$ cat src/rtl/calc_pkg.sv
// rtl/calc_pkg.sv - shared constants for the calculator button conditioner
package calc_pkg;

  localparam int NUM_BTN = 5;
  localparam int BTN_R   = 0;
  localparam int BTN_C   = 1;
  localparam int BTN_L   = 2;
  localparam int BTN_D   = 3;
  localparam int BTN_U   = 4;

  function automatic int max3(input int a, input int b, input int c);
    int m;
    m = a;
    if (b > m) m = b;
    if (c > m) m = c;
    return m;
  endfunction

endpackage

$ cat src/rtl/calc_btn_cond_if.sv
// rtl/calc_btn_cond_if.sv - raw button inputs and conditioned level/pulse outputs
interface calc_btn_cond_if;
  import calc_pkg::*;

  logic [NUM_BTN-1:0] btn_raw;
  logic [NUM_BTN-1:0] btn_level;
  logic [NUM_BTN-1:0] btn_pulse;

  modport master (output btn_raw, input btn_level, input btn_pulse);
  modport slave  (input btn_raw, output btn_level, output btn_pulse);
endinterface

$ cat src/rtl/btn_debounce.sv
// rtl/btn_debounce.sv - one button channel: synchronizer, debounce counter, press pulse
// Auto-repeat on this channel exists only with CALC_BTN_AUTOREPEAT_EN and REPEAT_EN set.
module btn_debounce
  import calc_pkg::*;
#(
  parameter int DEBOUNCE_CYCLES = 1000000,
  parameter int SYNC_STAGES     = 2,
  parameter int REPEAT_DELAY    = 50000000,
  parameter int REPEAT_PERIOD   = 10000000,
  parameter bit REPEAT_EN       = 1'b0
) (
  input  logic clk,
  input  logic resetn,
  input  logic btn_raw_i,
  output logic btn_level_o,
  output logic btn_pulse_o
);

  localparam int CNT_MAX = max3(DEBOUNCE_CYCLES, REPEAT_DELAY, REPEAT_PERIOD);
  localparam int CW      = $clog2(CNT_MAX);
  localparam logic [CW-1:0] DB_LAST = CW'(DEBOUNCE_CYCLES - 1);

  logic [SYNC_STAGES-1:0] sync_q;
  logic [CW-1:0]          cnt_q;
  logic                   level_q;
  logic                   pulse_q;
  logic                   s;
  logic                   accept;
  logic                   rep_fire;

  assign s      = sync_q[SYNC_STAGES-1];
  assign accept = (s != level_q) && (cnt_q == DB_LAST);

`ifdef CALC_BTN_AUTOREPEAT_EN
  localparam logic [CW-1:0] RD_LAST = CW'(REPEAT_DELAY - 1);
  localparam logic [CW-1:0] RP_LAST = CW'(REPEAT_PERIOD - 1);

  logic [CW-1:0] rep_cnt_q;
  logic          rep_first_q;

  // A falling accept wins over a due repeat so no pulse is emitted on release.
  assign rep_fire = REPEAT_EN && level_q && !accept &&
                    (rep_cnt_q == (rep_first_q ? RD_LAST : RP_LAST));

  always_ff @(posedge clk or negedge resetn) begin
    if (!resetn) begin
      rep_cnt_q   <= '0;
      rep_first_q <= 1'b1;
    end else if (!REPEAT_EN || !level_q || accept) begin
      rep_cnt_q   <= '0;
      rep_first_q <= 1'b1;
    end else if (rep_fire) begin
      rep_cnt_q   <= '0;
      rep_first_q <= 1'b0;
    end else begin
      rep_cnt_q   <= rep_cnt_q + 1'b1;
    end
  end
`else
  logic unused_repeat_en;
  assign unused_repeat_en = REPEAT_EN;
  assign rep_fire         = 1'b0;
`endif

  always_ff @(posedge clk or negedge resetn) begin
    if (!resetn) begin
      sync_q  <= '0;
      cnt_q   <= '0;
      level_q <= 1'b0;
      pulse_q <= 1'b0;
    end else begin
      sync_q <= {sync_q[SYNC_STAGES-2:0], btn_raw_i};
      if (s == level_q || accept) cnt_q <= '0;
      else                        cnt_q <= cnt_q + 1'b1;
      if (accept) level_q <= ~level_q;
      pulse_q <= (accept && s) || rep_fire;
    end
  end

  assign btn_level_o = level_q;
  assign btn_pulse_o = pulse_q;

endmodule

$ cat src/rtl/calc_btn_cond.sv
// rtl/calc_btn_cond.sv - five-channel button conditioner feeding calc
// Optional auto-repeat on REPEAT_MASK channels: define CALC_BTN_AUTOREPEAT_EN.
module calc_btn_cond
  import calc_pkg::*;
#(
  parameter int                 DEBOUNCE_CYCLES = 1000000,
  parameter int                 SYNC_STAGES     = 2,
  parameter int                 REPEAT_DELAY    = 50000000,
  parameter int                 REPEAT_PERIOD   = 10000000,
  parameter logic [NUM_BTN-1:0] REPEAT_MASK     = 5'b01000
) (
  input  logic           clk,
  input  logic           resetn,
  calc_btn_cond_if.slave bus
);

  logic [NUM_BTN-1:0] level;
  logic [NUM_BTN-1:0] pulse;

  for (genvar i = 0; i < NUM_BTN; i++) begin : g_btn
    btn_debounce #(
      .DEBOUNCE_CYCLES (DEBOUNCE_CYCLES),
      .SYNC_STAGES     (SYNC_STAGES),
      .REPEAT_DELAY    (REPEAT_DELAY),
      .REPEAT_PERIOD   (REPEAT_PERIOD),
      .REPEAT_EN       (REPEAT_MASK[i])
    ) u_debounce (
      .clk         (clk),
      .resetn      (resetn),
      .btn_raw_i   (bus.btn_raw[i]),
      .btn_level_o (level[i]),
      .btn_pulse_o (pulse[i])
    );
  end

  assign bus.btn_level = level;
  assign bus.btn_pulse = pulse;

endmodule

$ cat src/flat_wrapper.sv
// flat-port wrapper written by rule: the top's interface ports become plain ports
module calc_btn_cond_flat import calc_pkg::*;
#(
  parameter int                 DEBOUNCE_CYCLES = 1000000,
  parameter int                 SYNC_STAGES     = 2,
  parameter int                 REPEAT_DELAY    = 50000000,
  parameter int                 REPEAT_PERIOD   = 10000000,
  parameter logic [NUM_BTN-1:0] REPEAT_MASK     = 5'b01000
)
  (clk, resetn, bus_btn_raw, bus_btn_level, bus_btn_pulse);
  calc_btn_cond_if bus_i ();
  input  logic clk;
  input  logic resetn;
  input wire logic [$bits(bus_i.btn_raw)-1:0] bus_btn_raw;
  output wire logic [$bits(bus_i.btn_level)-1:0] bus_btn_level;
  output wire logic [$bits(bus_i.btn_pulse)-1:0] bus_btn_pulse;
  assign bus_i.btn_raw = bus_btn_raw;
  assign bus_btn_level = bus_i.btn_level;
  assign bus_btn_pulse = bus_i.btn_pulse;
  calc_btn_cond #(.DEBOUNCE_CYCLES(DEBOUNCE_CYCLES), .SYNC_STAGES(SYNC_STAGES), .REPEAT_DELAY(REPEAT_DELAY), .REPEAT_PERIOD(REPEAT_PERIOD), .REPEAT_MASK(REPEAT_MASK)) u_core (.clk(clk), .resetn(resetn), .bus(bus_i));
endmodule
$ cat config.mk
export PLATFORM = sky130hd
export DESIGN_NAME = calc_btn_cond_flat
export DESIGN_NICKNAME = d
export VERILOG_FILES = /design/src/rtl/calc_pkg.sv /design/src/rtl/calc_btn_cond_if.sv /design/src/rtl/btn_debounce.sv /design/src/rtl/calc_btn_cond.sv /design/src/flat_wrapper.sv
export SDC_FILE = /design/constraint.sdc
export NUM_CORES = 1
export LEC_CHECK = 0
export ABC_AREA = 1
export CAP_MARGIN = 20
export CORE_MARGIN = 8
export CORE_UTILIZATION = 25
export DETAILED_ROUTE_END_ITERATION = 10
export DONT_BUFFER_PORTS = 1
export SLEW_MARGIN = 15
export SYNTH_ARGS = -nofsm -noshare
export SYNTH_HDL_FRONTEND = slang
export SYNTH_SLANG_ARGS = --single-unit
$ cat constraint.sdc
create_clock -name clk -period 1.8 [get_ports clk]
set_input_delay 0.27 -clock clk [delete_from_list [all_inputs] [get_ports clk]]
set_output_delay 0.27 -clock clk [all_outputs]
set_load 0.02 [all_outputs]
# After elaboration in Yosys (flattened, before gate mapping)
# Cells that the tools add are included.
# word_totals
regBits	150
inputBits	7
out_inout_bits	10
word_cells	65
# classes
add_sub_neg	5
eq_ne	15
n_mux	5
bitwise_logic	5
reduce_logical	15
# ops
operator	n
adder 26 x 1 -> 26 bit (second input constant)	5
== test 26 x 20 -> 1 bit (second input constant)	5
2-to-1 mux 26 bit	5
logical AND 1 bit	10
== test 1 bit	5
logical OR 1 bit	5
inequality test 1 bit	5
inverter 1 bit	5

# Logic depth before layout (Yosys ltp)
# Gate-level depths: netlist of the first run.
# depth
word_depth	4
ltp_mapped	9
depth_no_buf	9

# By module
# A second synthesis of the first run with hierarchy kept.
# hier_totals
cells_unflattened	1225
area_unflattened_um2	8814.7
# modules_own_cells
mod	instances	cells_per_inst	area_each_um2	seq_area_each_um2
btn_debounce	5	245	1762.9	750.7

# Worst setup path before layout of the first run
# Ideal clock, no wire load.
# synth_timing
kind	register -> register
startpoint	register u_core.g_btn[2].u_debounce.cnt_q[0]
endpoint	register u_core.g_btn[2].u_debounce.cnt_q[0]
setup_time_ns	0.125
t_arrival_ns	1.336
required_ns	1.675
setup_slack_ns	0.339
path_stages_with_launch	10
path_buffers	1
synth_period_minus_slack_ns	1.461
cell_sequence	dfrtp_1 > ha_1 > inv_1 > nor2_4 > inv_1 > nor2_1 > nand2_1 > nand2_2 > buf_6 > nor2_1
# synth_between
elab_chain_len	4
elab_cells_between_ends	5
classes_between	add/sub: 1; eq/ne: 1; mux: 1; reduce/logical: 2
# synth_lines
item	line_no	rtl
from (decl)	btn_debounce.sv:24	logic [CW-1:0] cnt_q;
from (signal assigned)	btn_debounce.sv:74	else cnt_q <= cnt_q + 1'b1;
parallel branches: the longest is 3 deep, another holds adder 26 x 1 -> 26 bit	n/a	
2-to-1 mux 26 bit (*)	btn_debounce.sv:73	if (s == level_q || accept) cnt_q <= '0;
# Every way passes the cells marked *.
# A chain may end at the register's enable or synchronous reset.

# Final worst setup path of the first run
# layout_timing
startpoint	register u_core.g_btn[3].u_debounce.cnt_q[0]
endpoint	register u_core.g_btn[3].u_debounce.cnt_q[4]
# layout_between
elab_chain_len	4
elab_cells_between_ends	5
classes_between	add/sub: 1; eq/ne: 1; mux: 1; reduce/logical: 2
# layout_lines
item	line_no
from (decl)	btn_debounce.sv:24
from (signal assigned)	btn_debounce.sv:74
parallel branches: the longest is 3 deep, another holds adder 26 x 1 -> 26 bit	n/a
2-to-1 mux 26 bit (*)	btn_debounce.sv:73
# Marks and branches as above.

==> results of run 1 <==
-- metal layers --
metal / share of wire (%) / routed length (um) / vias up
met5: 0 / 0 / -
met4: 1.6 / 294 / 0
met1: 51 / 9230 / 3247
met2: 45 / 8040 / 81
met3: 2.7 / 481 / 22
li1: - / - / 3739
-- registers in the layout (all words and copies together), names as in the netlist --
signal,count
u_core.g_btn.u_debounce.btn_pulse_o,5
u_core.g_btn.u_debounce.sync_q,10
u_core.g_btn.u_debounce.cnt_q,130
u_core.g_btn.u_debounce.btn_level_o,5
-- power groups by stage --
stage / clock, W / sequential [W] / combinational, W
detailed placement: 0 / 0.00352 / 0.000136
floorplan: 0 / 0.00351 / 0.000123
CTS: 0.00382 / 0.00345 / 0.000145
global placement: 0 / 0.00352 / 0.000135
finish: 0.00368 / 0.00346 / 0.000147
global route: 0.00395 / 0.00346 / 0.000167
-- how the worst max path moves through the flow --
| stage | start | slack, ns | end | cells after the start |
|---|---|---|---|---|
| 2_1_floorplan | u_core.g_btn[2].u_debounce.cnt_q[0]$_DFF_PN0_ | 0.34 | u_core.g_btn[2].u_debounce.cnt_q[0]$_DFF_PN0_ | 9 |
| 3_3_place_gp | u_core.g_btn[3].u_debounce.cnt_q[0]$_DFF_PN0_ | 0.18 | u_core.g_btn[3].u_debounce.cnt_q[19]$_DFF_PN0_ | 8 |
| 3_5_place_dp | u_core.g_btn[3].u_debounce.cnt_q[0]$_DFF_PN0_ | 0.13 | u_core.g_btn[3].u_debounce.cnt_q[21]$_DFF_PN0_ | 8 |
| 4_1_cts | u_core.g_btn[3].u_debounce.cnt_q[0]$_DFF_PN0_ | 0.1 | u_core.g_btn[3].u_debounce.cnt_q[4]$_DFF_PN0_ | 8 |
| 5_1_grt | u_core.g_btn[3].u_debounce.cnt_q[0]$_DFF_PN0_ | 0.008 | u_core.g_btn[3].u_debounce.cnt_q[14]$_DFF_PN0_ | 8 |
| 6_report | u_core.g_btn[3].u_debounce.cnt_q[0]$_DFF_PN0_ | 0.16 | u_core.g_btn[3].u_debounce.cnt_q[4]$_DFF_PN0_ | 8 |
-- critical path, stage by stage, from the launching register on --
cell     delay, ns
dfrtp_1       0.47
ha_1          0.21
inv_1         0.07
nor2_4        0.16
nand2_1       0.07
nor2_1        0.10
nand2_1       0.15
nand2_8       0.19
nor2_1        0.07
-- kinds of logic after synthesis --
family | Yosys count | synth area share, %
AO/OA/AOI/OAI | 19 | 1.245
XOR/XNOR | 76 | 7.700
adder cells (fa/ha/maj) | 10 | 1.447
buffers and inverters | 139 | 7.338
flip-flops | 150 | 43.42
AND/OR/NAND/NOR | 834 | 38.85
-- layout make-up --
type	count	area, um^2
fillers	3730	24500
multi-input cells	939	4283
flip-flops and latches	150	3754
well taps	455	569.3
inverters	119	446.7
clock buffers	18	439.2
clock inverters	13	168.9
repair buffers	12	127.6
-- per-stage QoR --
stage	instances	instance area (um^2)	total power, W	worst slack, ns	hold slack, ns
after global routing	1706	9788	0.007580	0.007760	-0.4982
after floorplan	1228	8645	0.003632	0.3387	-0.02559
after CTS	1706	9762	0.007416	0.09756	-0.4970
after detailed placement	1670	9104	0.003653	0.1266	-0.02184
final	1706	9788	0.007285	0.1638	-0.4688
after global placement	1670	9104	0.003650	0.1816	-0.02157
-- cell usage in the layout, fill, tap and decap left out, types with 3 or more instances in the layout --
cell type,Yosys,final
xnor2_1,32,32
nand2_8,0,3
clkbuf_16,0,17
inv_1,119,119
buf_4,10,5
o21ai_0,3,3
nor2_4,5,5
dfrtp_1,150,150
a21oi_1,8,8
o21ai_1,3,3
xor2_1,44,44
nand2_1,373,373
nand3_1,67,67
nand4_1,7,7
nor3_1,4,4
clkinv_4,0,3
nand3_2,3,3
dlygate4sd3_1,0,5
bufinv_16,0,3
o21bai_1,5,5
inv_6,0,4
ha_1,10,10
nand2_2,7,7
nand3b_1,3,3
nor2_1,357,357
-- repair_timing --
action / 4_1_cts / 5_1_grt
resized for setup: 0 / 3
setup buffers: 0 / 0
setup endpoints to repair: 0 / 40
endpoints found under the hold margin: 155 / 150
==> summary.md, run 1 <==
| Metric | Value |
|---|---|
| Status | `complete, but fails checks` |
| Failing checks | `negative hold slack` |
| Hold buffers post-CTS | `5` |
| DRC Markers | `0` |
| Drt total wl | `18050 um` |
| Pre-Repair DR Iteration Count | `5` |
| Sequential element share of the synthesized area | `43.42%` |
| GR Util met1 | `12.34%` |
| Layout area overhead | `13.23%` |
| Reg2Reg Setup Slack | `0.16 ns` |
| Total CTS buffers | `17` |
| Post-Syn Nets | `1245` |
| Clk network pwr share | `50.5%` |
| Mapped cell area | `0.008645 mm^2` |
| RR Startpoint | `u_core.g_btn[3].u_debounce.cnt_q[0]$_DFF_PN0_` |
| Top-area cell type share of the netlist area | `43.42%` |
| Met2 Use GR | `15.14%` |
| Relative slew slack | `71.71%` |
| Num ports | `17` |
| Worst skew pair latency | `0.43 ns` |
| Vias in the first global route | `6998` |
| Final Max Tran Viols | `0` |
| M3 GR Usage | `1.681%` |
| Total number of vias | `7089` |
| Final core occ | `28.55%` |
| Measured slew at the worst slew-check pin | `0.4230 ns` |
| Post-synth ARST share | `100.0%` |
| VDD IR max | `611.0 uV` |
| Synth cell types | `24` |
| Synth Area per Inst | `7.040 um^2` |
| Worst r2r path cells | `8` |
| Max Cap Viol | `0` |
| Final min period | `1.636 ns` |
| Final ANT Viol Nets | `0` |
| Largest buffer count on any clock path | `2` |
| Wire per inst | `10.58 um` |
| CTS tree | `built` |
| Chip height | `202.0 um` |
| Initial antenna violation count | `0` |
| Clk pin slew, worst setup/hold paths | `0.06 ns` |
| Internal power | `0.005694 W` |
| Final setup fails | `0` |
| Root Driver | `clkbuf_16` |
| Comb pwr share | `2.0%` |
| Nets | `1256` |
| Initial Util | `25.21%` |
| Sink Count | `150` |
| Setup total negative slack | `0 ns` |
| Fin crit share | `90.90%` |
| P_leak | `3.973 nW` |
| Yosys top cell by area | `dfrtp_1` |
| Startpoint Class | `flop` |
| I/O Buffers | `0` |
| Synth Instances | `1228` |
| Worst r2r dst | `u_core.g_btn[3].u_debounce.cnt_q[4]$_DFF_PN0_` |
| Pwr dens | `744.3 mW/mm^2` |
| RSZ-0062 raised after global routing | `false` |
| Row count | `68` |
| Die area | `0.04078 mm^2` |
| Worst Path Max Fanout | `26` |
| Chip width | `202.0 um` |
| Largest net degree at the start of global routing | `151` |
| Sw Pwr | `0.001591 W` |
| Gpl congestion | `0.8699` |
| Min-delay worst type | `input pin to async pin` |
| Clock skew | `0.009061 ns` |
| Synth cell count leaders | `373 x nand2_1, 357 x nor2_1, 150 x dfrtp_1` |
| Share of cells above drive strength 1 | `4.636%` |
| Seq cells post-synth | `150` |
| Antenna Cells | `0` |
| Sw frac | `21.84%` |
| Gr ovfl total | `0` |
| Fin. Hold Viols | `150` |
| Crit Path Class | `flop to flop` |
| Yosys warnings | `0` |
| Top FF cell, synth | `dfrtp_1` |
| Worst hold margin | `-0.4688 ns` |
| Post-synth EDFFs | `0` |
| Most Crowded Layer GR | `met2` |
| Via density per instance | `4.155` |
| Post-DP HPWL | `13280 um` |
| WP data arrival | `1.95 ns` |
| Global-route wire length before repair | `32450 um` |
| Core Area | `0.03429 mm^2` |
| Initial drt markers | `434` |
| Top-count cell post-synth | `nand2_1` |
| Synth area leaders | `dfrtp_1 43%, nand2_1 16%, nor2_1 16%` |
| FMAX | `0.6112 GHz` |
| Reg power frac | `47.4%` |
| Worst setup EP type | `flop` |
| Gr usage total | `9.391%` |
| CP required | `2.11 ns` |
| CTS HTree Levels | `4` |
No activity file was read; power rests on OpenSTA's default activity.
==> inputs of run 2 (changes only) <==
Settings changed: ABC_AREA 1 to unset, CTS_BUF_LIST set to sky130_fd_sc_hd__clkbuf_8.
==> summary.md, run 2 <==
| Metric | Value |
|---|---|
| Status | `complete, but fails checks` |
| Failing checks | `negative hold slack` |
| Startpoint Class | `flop` |
| Max Cap Viol | `0 (unchanged)` |
| Commonest non-fill, non-tap cell in the layout | `buf_4` |
| Share of cells above drive strength 1 | `27.27% (+23 points)` |
| Yosys warnings | `0 (unchanged)` |
| Pre-Repair DR Iteration Count | `4 (-1)` |
| Sw frac | `26.93% (+5.1 points)` |
| Synth Instances | `781 (-36%)` |
| Synth Area per Inst | `9.688 um^2 (+38%)` |
| Synth cell types | `39 (+63%)` |
| Via density per instance | `4.795 (+15%)` |
| Min-delay worst type | `input pin to async pin` |
| Worst setup EP type | `flop` |
| Row count | `63 (-7.4%)` |
| FMAX | `0.5575 GHz (-8.8%)` |
| Comb pwr share | `3.9% (+1.9 points)` |
| Worst Slack Setup Final | `0.006162 ns (-0.1577 ns)` |
| CP startpoint | `u_core.g_btn[4].u_debounce.cnt_q[15]$_DFF_PN0_` |
| CP max stage delay | `0.52 ns (+0.05 ns)` |
| Worst r2r dst | `u_core.g_btn[4].u_debounce.cnt_q[7]$_DFF_PN0_` |
| Measured slew at the worst slew-check pin | `0.3977 ns (-0.02522 ns)` |
| Vias in the first global route | `6278 (-10%)` |
| Sequential element share of the synthesized area | `49.61% (+6.2 points)` |
| Worst r2r path cells | `5 (-3)` |
| Yosys top cell by area | `dfrtp_1` |
| Total CTS buffers | `17 (unchanged)` |
| Post-synth ARST share | `100.0% (unchanged)` |
| Area after DPL | `0.008936 mm^2 (-1.8%)` |
| Top-count cell post-synth | `dfrtp_1` |
| Global-route wire length before repair | `30270 um (-6.7%)` |
| Initial drt markers | `384 (-12%)` |
| Final min period | `1.794 ns (+0.1577 ns)` |
| Final setup fails | `0 (unchanged)` |
| Num ports | `17 (unchanged)` |
| Setup total negative slack | `0 ns (unchanged)` |
| Antenna Cells | `0 (unchanged)` |
| Synth area leaders | `dfrtp_1 50%, xor2_1 4.3%, nor2_1 4.1%` |
| Clk pin slew, worst setup/hold paths | `0.09 ns (+0.03 ns)` |
| CP endpoint | `u_core.g_btn[4].u_debounce.cnt_q[7]$_DFF_PN0_` |
| Initial Util | `25.46% (+0.25 points)` |
| CP required | `2.15 ns (+0.04 ns)` |
| CTS HTree Levels | `4 (unchanged)` |
| Slowest CP cell | `or4b_4` |
| Worst hold margin | `-0.5021 ns (-0.03328 ns)` |
| Most flop-heavy register | `u_core.g_btn.u_debounce.cnt_q` |
| RSZ-0062 raised after global routing | `true` |
| Root Driver | `clkbuf_8` |
| Post-Syn Nets | `798 (-36%)` |
| Core Area | `0.02972 mm^2 (-13%)` |
| Wire per inst | `13.44 um (+27%)` |
| Pre-CTS WS | `-0.05684 ns (-0.1834 ns)` |
| WP data arrival | `2.15 ns (+0.20 ns)` |
| Worst Path Max Fanout | `8 (-69%)` |
| Gpl congestion | `0.8071 (-7.2%)` |
| Initial antenna violation count | `0 (unchanged)` |
| Chip height | `190.0 um (-5.9%)` |
| Seq cells post-synth | `150 (unchanged)` |
| Final Max Tran Viols | `0 (unchanged)` |
| Mapped cell area | `0.007566 mm^2 (-12%)` |
| Gr usage total | `10.08% (+0.69 points)` |
| Fin. Hold Viols | `150 (unchanged)` |
| Die area | `0.03609 mm^2 (-12%)` |
| Max reg flops | `130 (unchanged)` |
| Sw Pwr | `0.001671 W (+5.0%)` |
| Gr ovfl total | `0 (unchanged)` |
| Post-synth EDFFs | `0 (unchanged)` |
| CTS tree | `built` |
| Pwr dens | `632.9 mW/mm^2 (-15%)` |
| P_leak | `3.993 nW (+0.49%)` |
| Synth cell count leaders | `150 x dfrtp_1, 83 x nor2_1, 60 x nand3_1` |
| Layout area overhead | `29.58%` |
| Post-DP HPWL | `11880 um (-11%)` |
| Top-area cell type share of the netlist area | `49.61% (+6.2 points)` |
| Sink Count | `150 (unchanged)` |
| Hold buffers post-CTS | `5 (unchanged)` |
| Fin crit share | `99.66% (+8.8 points)` |
| Reg power frac | `55.4% (+8.0 points)` |
| Largest buffer count on any clock path | `2 (unchanged)` |
| RR Startpoint | `u_core.g_btn[4].u_debounce.cnt_q[15]$_DFF_PN0_` |
| Drt total wl | `17810 um (-1.3%)` |
| Reg2Reg Setup Slack | `0.006 ns (-0.16 ns)` |
| DRC Markers | `0 (unchanged)` |
| I/O Buffers | `0 (unchanged)` |
| Worst skew pair latency | `0.48 ns (+0.05 ns)` |
| Total number of vias | `6354 (-10%)` |
| Relative slew slack | `73.11% (+1.4 points)` |
| Final Instance Area | `0.009804 mm^2 (+0.17%)` |
| VDD IR max | `497.5 uV (-19%)` |
| Chip width | `190.0 um (-5.9%)` |
| Clk network pwr share | `40.7% (-9.8 points)` |
| Regs by FF count | `u_core.g_btn.u_debounce.cnt_q (130), u_core.g_btn.u_debounce.sync_q (10)` |
| Nets | `939 (-25%)` |
| Internal power | `0.004534 W (-20%)` |
| Top FF cell, synth | `dfrtp_1` |
| Crit Path Class | `flop to flop` |
| Most frequent cells in the layout | `143 x buf_4, 141 x dfrtp_1, 78 x nor2_1, 57 x nand3_1, 43 x a21oi_1` |
| Crit path cell chain | `nor4_4, or4b_4, o21ai_4, buf_6, nor2_1` |
| Clock skew | `0.01993 ns (+0.01087 ns)` |
| Largest net degree at the start of global routing | `151 (unchanged)` |
| Final ANT Viol Nets | `0 (unchanged)` |
-- run 2: metrics by stage --
stage | cells | util, % | total power, W
detailed placement | 1262 | 30.07 | 0.003720
global placement | 1262 | 30.07 | 0.003717
floorplan | 781 | - | 0.003617
global route | 1325 | 32.99 | 0.006481
finish | 1325 | 32.99 | 0.006205
CTS | 1302 | 31.76 | 0.006310
-- run 2: what timing repair did --
action,in CTS,in global routing
setup buffers,3,22
pin swaps,4,28
setup endpoints to repair,18,84
resized for setup,12,54
gates cloned,0,1
endpoints found under the hold margin,155,150
-- run 2: power by group through the flow --
| stage | combinational [W] | sequential, W | clock (W) |
|---|---|---|---|
| 4_1_cts | 0.000230 | 0.00344 | 0.00264 |
| 6_report | 0.000240 | 0.00344 | 0.00253 |
| 3_3_place_gp | 0.000215 | 0.00350 | 0 |
| 3_5_place_dp | 0.000216 | 0.00350 | 0 |
| 5_1_grt | 0.000267 | 0.00344 | 0.00277 |
| 2_1_floorplan | 0.000109 | 0.00351 | 0 |
-- run 2: area by class of cell --
class                           count  area [um^2]
Timing Repair Buffer              160         1287
Multi-Input combinational cell    577         3831
Fill cell                        3005        19910
Inverter                           16        60.06
Tap cell                          390        488.0
Sequential cell                   150         3765
Clock inverter                     15        138.9
Clock buffer                       17        234.0
-- run 2: kinds of logic after synthesis --
| group | count (synthesis) | share of synthesized area (%) |
|---|---|---|
| and+or+nand+nor | 380 | 28.08 |
| AOI/OAI and AO/OA | 113 | 8.665 |
| adders and majority gates | 10 | 1.654 |
| xor gates and xnor gates | 69 | 7.987 |
| DFF | 150 | 49.61 |
| muxes | 5 | 0.7441 |
| buffers and inverters | 54 | 3.258 |
-- run 2: worst min path at each step --
stage,startpoint,depth (start not counted),end
2_1_floorplan,resetn,0,u_core.g_btn[0].u_debounce.btn_level_o$_DFFE_PN0P_
3_3_place_gp,resetn,0,u_core.g_btn[4].u_debounce.cnt_q[24]$_DFF_PN0_
3_5_place_dp,resetn,0,u_core.g_btn[4].u_debounce.cnt_q[24]$_DFF_PN0_
4_1_cts,resetn,0,u_core.g_btn[0].u_debounce.cnt_q[3]$_DFF_PN0_
5_1_grt,resetn,0,u_core.g_btn[2].u_debounce.cnt_q[23]$_DFF_PN0_
6_report,resetn,0,u_core.g_btn[4].u_debounce.cnt_q[15]$_DFF_PN0_
-- run 2: metal layers --
| metal | vias to the layer above | routed length, um | track usage [%] |
|---|---|---|---|
| li1 | 3152 | - | - |
| met1 | 3143 | 8702 | 13.15 |
| met2 | 49 | 8392 | 16.00 |
| met3 | 10 | 483 | 2.398 |
| met4 | 0 | 228 | 3.758 |
| met5 | - | 0 | 0 |
-- run 2: critical path: cells and delay by family, from the launching register on --
family | cells | cell delay, ns
buffers and inverters | 1 | 0.18
flip-flops | 1 | 0.42
AND/OR/NAND/NOR | 3 | 0.88
AO/OA/AOI/OAI | 1 | 0.19
==> inputs of run 3 (changes only) <==
Settings changed: CORE_MARGIN 8 to 2, PLACE_DENSITY set to 0.44, SETUP_SLACK_MARGIN set to 0.15.
==> summary.md, run 3 (synthesis gave the netlist of run 2 again) <==
| Metric | Value |
|---|---|
| Worst Slack Setup Final | `-0.06891 ns (-0.07508 ns)` |
| Most frequent cells in the layout | `160 x buf_4, 137 x dfrtp_1, 50 x nand3_1, 43 x nor2_4, 42 x nand4_1` |
| Min-delay worst type | `input pin to async pin` |
| Clock skew | `0.01397 ns (-0.005961 ns)` |
| I/O Buffers | `0 (unchanged)` |
| Worst skew pair latency | `0.46 ns (-0.02 ns)` |
| Regs by FF count | `u_core.g_btn.u_debounce.cnt_q (130), u_core.g_btn.u_debounce.sync_q (10)` |
| Core Area | `0.02972 mm^2 (unchanged)` |
| Num ports | `17 (unchanged)` |
| Multi-input logic area | `0.004668 mm^2 (+22%)` |
| DRC Markers | `0 (unchanged)` |
| Chip height | `178.0 um (-6.3%)` |
| CTS HTree Levels | `4 (unchanged)` |
| Worst Path Max Fanout | `6 (-2)` |
| Layout filler cell count | `2888 (-3.9%)` |
| Clk network pwr share | `41.1% (+0.4 points)` |
| Internal power | `0.005030 W (+11%)` |
| Chip width | `178.0 um (-6.3%)` |
| Dpl cells | `1265 (+0.24%)` |
| Sink Count | `150 (unchanged)` |
| Max Cap Viol | `0 (unchanged)` |
| Row count | `63 (unchanged)` |
| Final ANT Viol Nets | `0 (unchanged)` |
| Vias in the first global route | `6550 (+4.3%)` |
| Antenna Cells | `0 (unchanged)` |
| Final setup fails | `17 (+17)` |
| Share of cells above drive strength 1 | `44.58% (+17 points)` |
| Via density per instance | `4.872 (+1.6%)` |
| Sw Pwr | `0.001515 W (-9.3%)` |
| Hold buffers post-CTS | `5 (unchanged)` |
| Comb pwr share | `6.3% (+2.4 points)` |
| Final min period | `1.869 ns (+0.07508 ns)` |
| Pwr dens | `575.5 mW/mm^2 (-9.1%)` |
| Root Driver | `clkbuf_8` |
| Nets | `991 (+5.5%)` |
| Status | `complete, but fails checks` |
| Final cell count without fillers | `1377 (+3.9%)` |
| Register area | `0.003770 mm^2 (+0.13%)` |
| Max reg flops | `130 (unchanged)` |
| Gr usage total | `13.09% (+3.0 points)` |
| Total number of vias | `6709 (+5.6%)` |
| Wire per inst | `14.97 um (+11%)` |
| WP data arrival | `2.21 ns (+0.06 ns)` |
| Worst setup EP type | `flop` |
| Drt total wl | `20610 um (+16%)` |
| Final Max Tran Viols | `0 (unchanged)` |
| Commonest non-fill, non-tap cell in the layout | `buf_4` |
| Layout area overhead | `50.31%` |
| VDD IR max | `425.5 uV (-14%)` |
| Initial antenna violation count | `0 (unchanged)` |
| Failing checks | `negative hold slack, negative setup slack` |
| Largest net degree at the start of global routing | `151 (unchanged)` |
| Global-route wire length before repair | `33090 um (+9.3%)` |
| Most flop-heavy register | `u_core.g_btn.u_debounce.cnt_q` |
| Post-DP HPWL | `12580 um (+5.8%)` |
| Clk pin slew, worst setup/hold paths | `0.08 ns (about the same)` |
| Gpl congestion | `0.7573 (-6.2%)` |
| Measured slew at the worst slew-check pin | `0.4449 ns (+0.04713 ns)` |
| Crit Path Class | `flop to flop` |
| Fin crit share | `103.8% (+4.2 points)` |
| Worst hold margin | `-0.4981 ns (+0.003924 ns)` |
| Total CTS buffers | `17 (unchanged)` |
| Sw frac | `23.15% (-3.8 points)` |
| Pre-Repair DR Iteration Count | `4 (unchanged)` |
| Startpoint Class | `flop` |
| Initial Util | `25.46% (unchanged)` |
| Die area | `0.03167 mm^2 (-12%)` |
| Setup total negative slack | `-0.7185 ns (-0.7185 ns)` |
| Largest buffer count on any clock path | `2 (unchanged)` |
| Relative slew slack | `70.07% (-3.0 points)` |
| Fin. Hold Viols | `150 (unchanged)` |
| P_leak | `4.531 nW (+13%)` |
| Reg power frac | `52.6% (-2.8 points)` |
| CTS tree | `built` |
| CP required | `2.14 ns (about the same)` |
| FMAX | `0.5351 GHz (-4.0%)` |
| Gr ovfl total | `0 (unchanged)` |
| Initial drt markers | `299 (-22%)` |
| RSZ-0062 raised after global routing | `true` |
[run 3: worst max-delay path: stages, from the launching register on]
cell	delay, ns
dfrtp_1	0.40
nor4_2	0.30
buf_4	0.17
nand4_1	0.17
o31ai_4	0.28
buf_6	0.16
buf_12	0.10
buf_16	0.13
nor2_1	0.05
[run 3: layout make-up]
type	instances	area share (%)
inverters	16	0.5281
multi-input cells	577	41.05
clock buffers	19	2.299
repair buffers	212	17.47
clock inverters	13	1.210
well taps	390	4.291
flip-flops and latches	150	33.15
[run 3: timing repair]
action                                  CTS  global route
pin swaps                                39            72
resized for setup                        91           211
hold endpoints to repair                155           150
endpoints found under the setup margin  136           137
cloned                                    6             5
buffers inserted                         45            19
[run 3: final timing paths]
| kind | start | endpoint | slack (ns) | cells past startpoint |
|---|---|---|---|---|
| worst min register to register | u_core.g_btn[1].u_debounce.sync_q[0]$_DFF_PN0_ | u_core.g_btn[1].u_debounce.sync_q[1]$_DFF_PN0_ | 0.35 | 0 |
| worst max-delay path | u_core.g_btn[0].u_debounce.cnt_q[15]$_DFF_PN0_ | u_core.g_btn[0].u_debounce.cnt_q[3]$_DFF_PN0_ | -0.07 | 8 |
| min in group clk | u_core.g_btn[1].u_debounce.sync_q[0]$_DFF_PN0_ | u_core.g_btn[1].u_debounce.sync_q[1]$_DFF_PN0_ | 0.35 | 0 |
| max in group asynchronous | resetn | u_core.g_btn[0].u_debounce.cnt_q[0]$_DFF_PN0_ | 2.06 | 0 |
| worst min-delay path | resetn | u_core.g_btn[4].u_debounce.cnt_q[22]$_DFF_PN0_ | -0.50 | 0 |
| worst max register to register | u_core.g_btn[0].u_debounce.cnt_q[15]$_DFF_PN0_ | u_core.g_btn[0].u_debounce.cnt_q[3]$_DFF_PN0_ | -0.07 | 8 |
[run 3: metrics by stage]
step / util [%] / power, W / setup slack (ns) / area [um^2]
floorplan: - / 0.003629 / -0.02118 / 7751
finish: 38.27 / 0.006545 / -0.06891 / 11370
CTS: 34.66 / 0.006567 / 0.01651 / 10300
global route: 38.27 / 0.006879 / -0.1415 / 11370
detailed placement: 30.32 / 0.003720 / -0.07762 / 9011
global placement: 30.32 / 0.003722 / -0.01839 / 9011
[run 3: power groups by stage]
stage / Combinational, W / Sequential (W) / Clock, W
global placement: 0.000214 / 0.00351 / 0
global route: 0.000445 / 0.00345 / 0.00299
finish: 0.000413 / 0.00344 / 0.00269
detailed placement: 0.000211 / 0.00351 / 0
CTS: 0.000313 / 0.00344 / 0.00281
floorplan: 0.000120 / 0.00351 / 0
[run 3: metal layers]
layer	part of all wire (%)	vias up	track usage [%]
li1	-	3262	-
met1	47	3351	17.20
met2	49	74	21.50
met3	2.6	22	3.106
met4	1.4	0	3.484
met5	0	-	0
